===== src/rtl/rr_arbiter_4_if.sv =====
// Request/grant bundle between the four clients and the round-robin arbiter.
// Clients drive en/req through master; the arbiter answers through slave.
interface rr_arbiter_4_if;
  logic       en;
  logic [3:0] req;
  logic [3:0] gnt;
  logic [1:0] gnt_idx;
  logic       gnt_valid;
  logic       timeout;

  modport master (
    output en,
    output req,
    input  gnt,
    input  gnt_idx,
    input  gnt_valid,
    input  timeout
  );

  modport slave (
    input  en,
    input  req,
    output gnt,
    output gnt_idx,
    output gnt_valid,
    output timeout
  );
endinterface


===== src/rtl/rr_arbiter_4.sv =====
// Four-client round-robin arbiter with global enable and a maximum-hold timeout.
// Grants are registered one-hot; every release is followed by one idle cycle.
module rr_arbiter_4 #(
  parameter int HOLD_MAX = 16
) (
  input logic           clk,
  input logic           rst_n,
  rr_arbiter_4_if.slave bus
);

  typedef enum logic {
    IDLE  = 1'b0,
    GRANT = 1'b1
  } state_e;

  localparam logic       HOLD_EN   = (HOLD_MAX != 0);
  localparam logic [7:0] HOLD_LAST = (HOLD_MAX == 0) ? 8'd0 : 8'(HOLD_MAX - 1);

  state_e     state_q,     state_d;
  logic [1:0] ptr_q,       ptr_d;
  logic [1:0] cur_q,       cur_d;
  logic [7:0] hold_cnt_q,  hold_cnt_d;
  logic [3:0] gnt_q,       gnt_d;
  logic [1:0] gnt_idx_q,   gnt_idx_d;
  logic       gnt_valid_q, gnt_valid_d;
  logic       timeout_q,   timeout_d;

  logic [2:0] pick;
  logic       pick_vld;
  logic [1:0] pick_idx;
  logic [3:0] cur_mask;
  logic       cur_req;
  logic       others_req;
  logic       hold_expired;

  // Rotating-priority search starting at p; result is {found, index}.
  function automatic logic [2:0] rr_pick(input logic [3:0] r, input logic [1:0] p);
    logic [2:0] res;
    logic [1:0] idx;
    res = 3'b000;
    for (int k = 3; k >= 0; k--) begin
      idx = p + 2'(k);
      if (r[idx]) res = {1'b1, idx};
    end
    return res;
  endfunction

  function automatic logic [3:0] dec_2to4(input logic [1:0] idx);
    logic [3:0] oh;
    oh = 4'b0000;
    oh[idx] = 1'b1;
    return oh;
  endfunction

  function automatic logic [7:0] sat_inc8(input logic [7:0] v);
    return (v == 8'hFF) ? v : v + 8'd1;
  endfunction

  assign pick         = rr_pick(bus.req, ptr_q);
  assign pick_vld     = pick[2];
  assign pick_idx     = pick[1:0];
  assign cur_mask     = dec_2to4(cur_q);
  assign cur_req      = |(bus.req & cur_mask);
  assign others_req   = |(bus.req & ~cur_mask);
  assign hold_expired = HOLD_EN && (hold_cnt_q == HOLD_LAST);

  always_comb begin
    state_d     = state_q;
    ptr_d       = ptr_q;
    cur_d       = cur_q;
    hold_cnt_d  = hold_cnt_q;
    gnt_d       = gnt_q;
    gnt_idx_d   = gnt_idx_q;
    gnt_valid_d = gnt_valid_q;
    timeout_d   = 1'b0;

    case (state_q)
      IDLE: begin
        gnt_d       = 4'b0000;
        gnt_valid_d = 1'b0;
        if (bus.en && pick_vld) begin
          state_d     = GRANT;
          gnt_d       = dec_2to4(pick_idx);
          gnt_idx_d   = pick_idx;
          gnt_valid_d = 1'b1;
          cur_d       = pick_idx;
          ptr_d       = pick_idx + 2'd1;
          hold_cnt_d  = 8'd0;
        end
      end

      GRANT: begin
        // A dropping request wins over an expiring hold: no timeout then.
        if (!cur_req) begin
          state_d     = IDLE;
          gnt_d       = 4'b0000;
          gnt_valid_d = 1'b0;
        end else if (hold_expired && others_req) begin
          state_d     = IDLE;
          gnt_d       = 4'b0000;
          gnt_valid_d = 1'b0;
          timeout_d   = 1'b1;
        end else begin
          hold_cnt_d  = sat_inc8(hold_cnt_q);
        end
      end

      default: begin
        state_d     = IDLE;
        gnt_d       = 4'b0000;
        gnt_valid_d = 1'b0;
      end
    endcase
  end

  always_ff @(posedge clk or negedge rst_n) begin
    if (!rst_n) begin
      state_q     <= IDLE;
      ptr_q       <= 2'd0;
      cur_q       <= 2'd0;
      hold_cnt_q  <= 8'd0;
      gnt_q       <= 4'b0000;
      gnt_idx_q   <= 2'd0;
      gnt_valid_q <= 1'b0;
      timeout_q   <= 1'b0;
    end else begin
      state_q     <= state_d;
      ptr_q       <= ptr_d;
      cur_q       <= cur_d;
      hold_cnt_q  <= hold_cnt_d;
      gnt_q       <= gnt_d;
      gnt_idx_q   <= gnt_idx_d;
      gnt_valid_q <= gnt_valid_d;
      timeout_q   <= timeout_d;
    end
  end

  assign bus.gnt       = gnt_q;
  assign bus.gnt_idx   = gnt_idx_q;
  assign bus.gnt_valid = gnt_valid_q;
  assign bus.timeout   = timeout_q;

endmodule


===== src/flat_wrapper.sv =====
// flat-port wrapper written by rule: the top's interface ports become plain ports
module rr_arbiter_4_flat 
#(
  parameter int HOLD_MAX = 16
)
  (clk, rst_n, bus_en, bus_req, bus_gnt, bus_gnt_idx, bus_gnt_valid, bus_timeout);
  rr_arbiter_4_if bus_i ();
  input logic clk;
  input logic rst_n;
  input wire logic [$bits(bus_i.en)-1:0] bus_en;
  input wire logic [$bits(bus_i.req)-1:0] bus_req;
  output wire logic [$bits(bus_i.gnt)-1:0] bus_gnt;
  output wire logic [$bits(bus_i.gnt_idx)-1:0] bus_gnt_idx;
  output wire logic [$bits(bus_i.gnt_valid)-1:0] bus_gnt_valid;
  output wire logic [$bits(bus_i.timeout)-1:0] bus_timeout;
  assign bus_i.en = bus_en;
  assign bus_i.req = bus_req;
  assign bus_gnt = bus_i.gnt;
  assign bus_gnt_idx = bus_i.gnt_idx;
  assign bus_gnt_valid = bus_i.gnt_valid;
  assign bus_timeout = bus_i.timeout;
  rr_arbiter_4 #(.HOLD_MAX(HOLD_MAX)) u_core (.clk(clk), .rst_n(rst_n), .bus(bus_i));
endmodule

===== config.mk =====
export PLATFORM = sky130hd
export DESIGN_NAME = rr_arbiter_4_flat
export DESIGN_NICKNAME = d
export VERILOG_FILES = /design/src/rtl/rr_arbiter_4_if.sv /design/src/rtl/rr_arbiter_4.sv /design/src/flat_wrapper.sv
export SDC_FILE = /design/constraint.sdc
export NUM_CORES = 1
export LEC_CHECK = 0
export CORE_ASPECT_RATIO = 1.75
export CORE_MARGIN = 4
export CORE_UTILIZATION = 45
export CTS_BUF_LIST = sky130_fd_sc_hd__clkbuf_8
export CTS_CLUSTER_SIZE = 30
export DETAILED_ROUTE_END_ITERATION = 10
export MAX_ROUTING_LAYER = met4
export PLACE_DENSITY = 0.69
export SYNTH_ARGS = -nofsm -noshare
export SYNTH_HDL_FRONTEND = slang
export SYNTH_SLANG_ARGS = --single-unit

===== constraint.sdc =====
create_clock -name clk -period 2 [get_ports clk]
set_clock_uncertainty 0.05 [all_clocks]
set_input_delay 0.2 -clock clk [delete_from_list [all_inputs] [get_ports clk]]
set_output_delay 0.2 -clock clk [all_outputs]
set_load 0.05 [all_outputs]

==> impl_metrics.csv <==
group,metric,value,unit
critical_path,worst-path-max-fanout,3,
power_and_ir_drop,peakVddDrop,0.0006690,V
global_routing,antenna_found_initial,0,
clock_tree,tritoncts,"built",
sta,rsz0062_at_grt,"yes",
sta,fin_crit_sh,0.9801,
detailed_routing,drtIter0Drc,36,
yosys,syn-instance-count,116,
sta,fmax,510.2,MHz
cells_and_area,final_core_util,0.6870,
hold_path,hold_path_class,"primary input to asynchronous set/reset pin",
global_routing,grt_pass1_vias,1117,
cells_and_area,area_delta_synth_final,46.30,%
yosys,ys_seq_area_frac,0.4398,
critical_path,cp.required,2100,ps
clock_tree,cts.sinks,19,
floorplan,coreArea,2302,µm²
floorplan,die_area,3281,µm²
global_routing,grt_usage,0.2036,
detailed_routing,drt-wirelength-per-cell,15.87,µm
sta,finalHoldViolations,0,
floorplan,ios,15,
flow_run,timing.max_cap.violations,0,
cells_and_area,nFillCells,190,
sta,slew-limit-headroom,0.6568,
yosys,ys_warn_count,0,
critical_path,rr_worst_depth,6,
detailed_routing,via_per_inst,5.795,
global_routing,grt_pass1_wl,4.878,mm
cells_and_area,final_nets,169,
place,gp_congestion,0.8528,
sta,worstMarginPinSlew,513.2,ps
floorplan,rows,23,
floorplan,die_width,45.05,µm
sta,drv_slew,0,
clock_tree,clkTransAtPathRegs,70,ps
sta,tns,0,ps
place,port_buffers,14,
cells_and_area,drive_gt1_frac,0.3563,
sta,period_minus_slack,1960,ps
critical_path,critPathKind,"flop to flop",
global_routing,grt-ovfl-total,0,
clock_tree,htreeDepth,1,
critical_path,startpoint_type,"flop",
power_and_ir_drop,power_density,1243,nW/µm²
detailed_routing,final_antenna_net_count,0,
critical_path,arrival,2060,ps
yosys,netlist_area,1081,µm²
critical_path,r2r-start,"u_core.hold_cnt_q[5]",
power_and_ir_drop,p_leak,0.0007054,µW
place,dp_hpwl,2.121,mm
floorplan,initial_core_util,0.4696,
detailed_routing,totalWireLength,2.936,mm
status,status,"completed",
sta,setup_viol,0,
yosys,ys_types,41,
cells_and_area,layout_common_cells,"buf_4 (26), nand2_1 (23), dfrtp_1 (17), clkdlybuf4s50_1 (10)",
floorplan,die_h,72.84,µm
critical_path,rr_endpoint,"u_core.hold_cnt_q[6]",
detailed_routing,drc,0,
global_routing,grt_max_degree,20,
cells_and_area,layout_commonest_cell,"buf_4",
yosys,synth-seq-cells,19,
yosys,avgSynthCellArea,9.319,µm²
detailed_routing,routed-via-count,1072,
clock_tree,numCtsBuffers,3,
yosys,synth_fp_nets,124,
clock_tree,cts_max_path_buffers,2,
cells_and_area,diodes,0,
clock_tree,clock_latency,260,ps
detailed_routing,first_pass_iters,6,
clock_tree,cts_root_buf,"clkbuf_8",
critical_path,endpoint_kind,"flop",
critical_path,r2r_slack,40,ps
-- cell families (layout without fill, tap and decap cells) --
group,after synthesis,in the layout,share of synthesized area
compound gates,29,29,0.1887
fa+ha+maj,1,1,0.01157
xor+xnor,1,1,0.008103
simple gates,54,54,0.2651
flops,19,19,0.4398
mux,5,5,0.04861
buf+inv,7,51,0.03819
-- worst max path at each step --
stage	depth (start not counted)	slack, ps	endpoint	start
floorplan	5	-20	u_core.hold_cnt_q[7]	u_core.cur_q[0]
global placement	8	-350	u_core.hold_cnt_q[3]	bus_req[3]
detailed placement	7	-450	u_core.hold_cnt_q[6]	bus_req[3]
CTS	6	-2	u_core.hold_cnt_q[3]	u_core.cur_q[0]
global route	7	-90	u_core.hold_cnt_q[6]	u_core.cur_q[0]
finish	6	40	u_core.hold_cnt_q[6]	u_core.hold_cnt_q[5]
-- power breakdown --
part / switching [µW] / internal (µW)
Sequential: 136 / 494
Clock: 134 / 139
Combinational: 569 / 495
Total: 838 / 1130
-- registers in the layout, summed over array words and instances (netlist names) --
name / count
u_core.hold_cnt_q: 8
u_core.bus.gnt: 4
u_core.cur_q: 2
u_core.ptr_q: 2
u_core.bus.gnt_valid: 1
u_core.bus.timeout: 1
u_core.state_q: 1
-- per-layer routing --
metal  global-route usage  up-vias  part of all wire
met2               0.3628       22              0.58
met1               0.2117      531              0.37
met5                    -        -                 0
met3              0.03457       10             0.031
li1                     -      509                 -
met4              0.08143        0             0.025
-- cells in the mapped netlist --
cell type  count  area (µm²)
a2111oi_0      1       8.760
a211o_1        1       8.760
a211oi_1       1       7.510
a21o_1         2       15.01
a21oi_1        5       25.02
a21oi_2        3       26.28
a222oi_1       1       10.01
a22o_1         1       8.760
a22oi_1        1       7.510
a2bb2oi_1      1       8.760
a32o_1         1       10.01
and2_1         2       12.51
and2b_1        1       7.510
buf_6          2       22.52
clkbuf_1       1       3.750
dfrtp_1       19       475.5
ha_1           1       12.51
inv_1          4       15.01
mux2_1         1       11.26
mux2_2         1       11.26
mux2i_1        3       30.03
nand2_1       23       86.33
nand2b_1       2       12.51
nand3_1        5       25.02
nand3b_1       1       7.510
nor2_1         3       11.26
nor2b_1        1       6.260
nor3_1         2       10.01
nor4_1         1       6.260
nor4b_1        2       17.52
nor4bb_1       1       10.01
o21ai_0        5       25.02
o21ai_1        2       10.01
o21ai_2        1       8.760
o311ai_0       1       8.760
o31ai_1        2       15.01
or2_2          2       12.51
or3_1          5       31.28
or4_1          1       7.510
or4_4          2       22.52
xor2_1         1       8.760
-- worst max-delay path, stage by stage, from the launching register on --
cell and delay [ps]:
dfrtp_1 390, or4_1 600, a2111oi_4 230, a211o_1 240, buf_6 120, mux2i_1 170
nand2_1 60
-- timing repair --
item	4_1_cts	5_1_grt
setup endpoints to repair	8	10
hold buffers	0	0
cloned	0	0
pin swaps	3	7
buffers inserted	3	2
resized for setup	12	15
-- through the flow --
stage,worst slack (ps),total power [µW],cells,instance area [µm²],hold WS [ps]
detailed placement,-454.6,1517,176,1409,425.0
floorplan,-16.94,1154,116,1084,-145.6
CTS,-1.755,1878,183,1514,223.6
finish,39.84,1965,185,1582,218.3
global route,-85.17,2085,185,1582,230.9
global placement,-352.6,1482,176,1409,413.7
-- cell type report --
type	instances	area (µm²)	share of cell area
Clock buffer	3	41.29	0.02611
Clock inverter	1	5.005	0.003165
Inverter	4	15.01	0.009494
Multi-Input combinational cell	90	654.4	0.4138
Sequential cell	19	478.0	0.3022
Tap cell	25	31.28	0.01978
Timing Repair Buffer	43	356.6	0.2255
(Power assumes the default switching activity.)
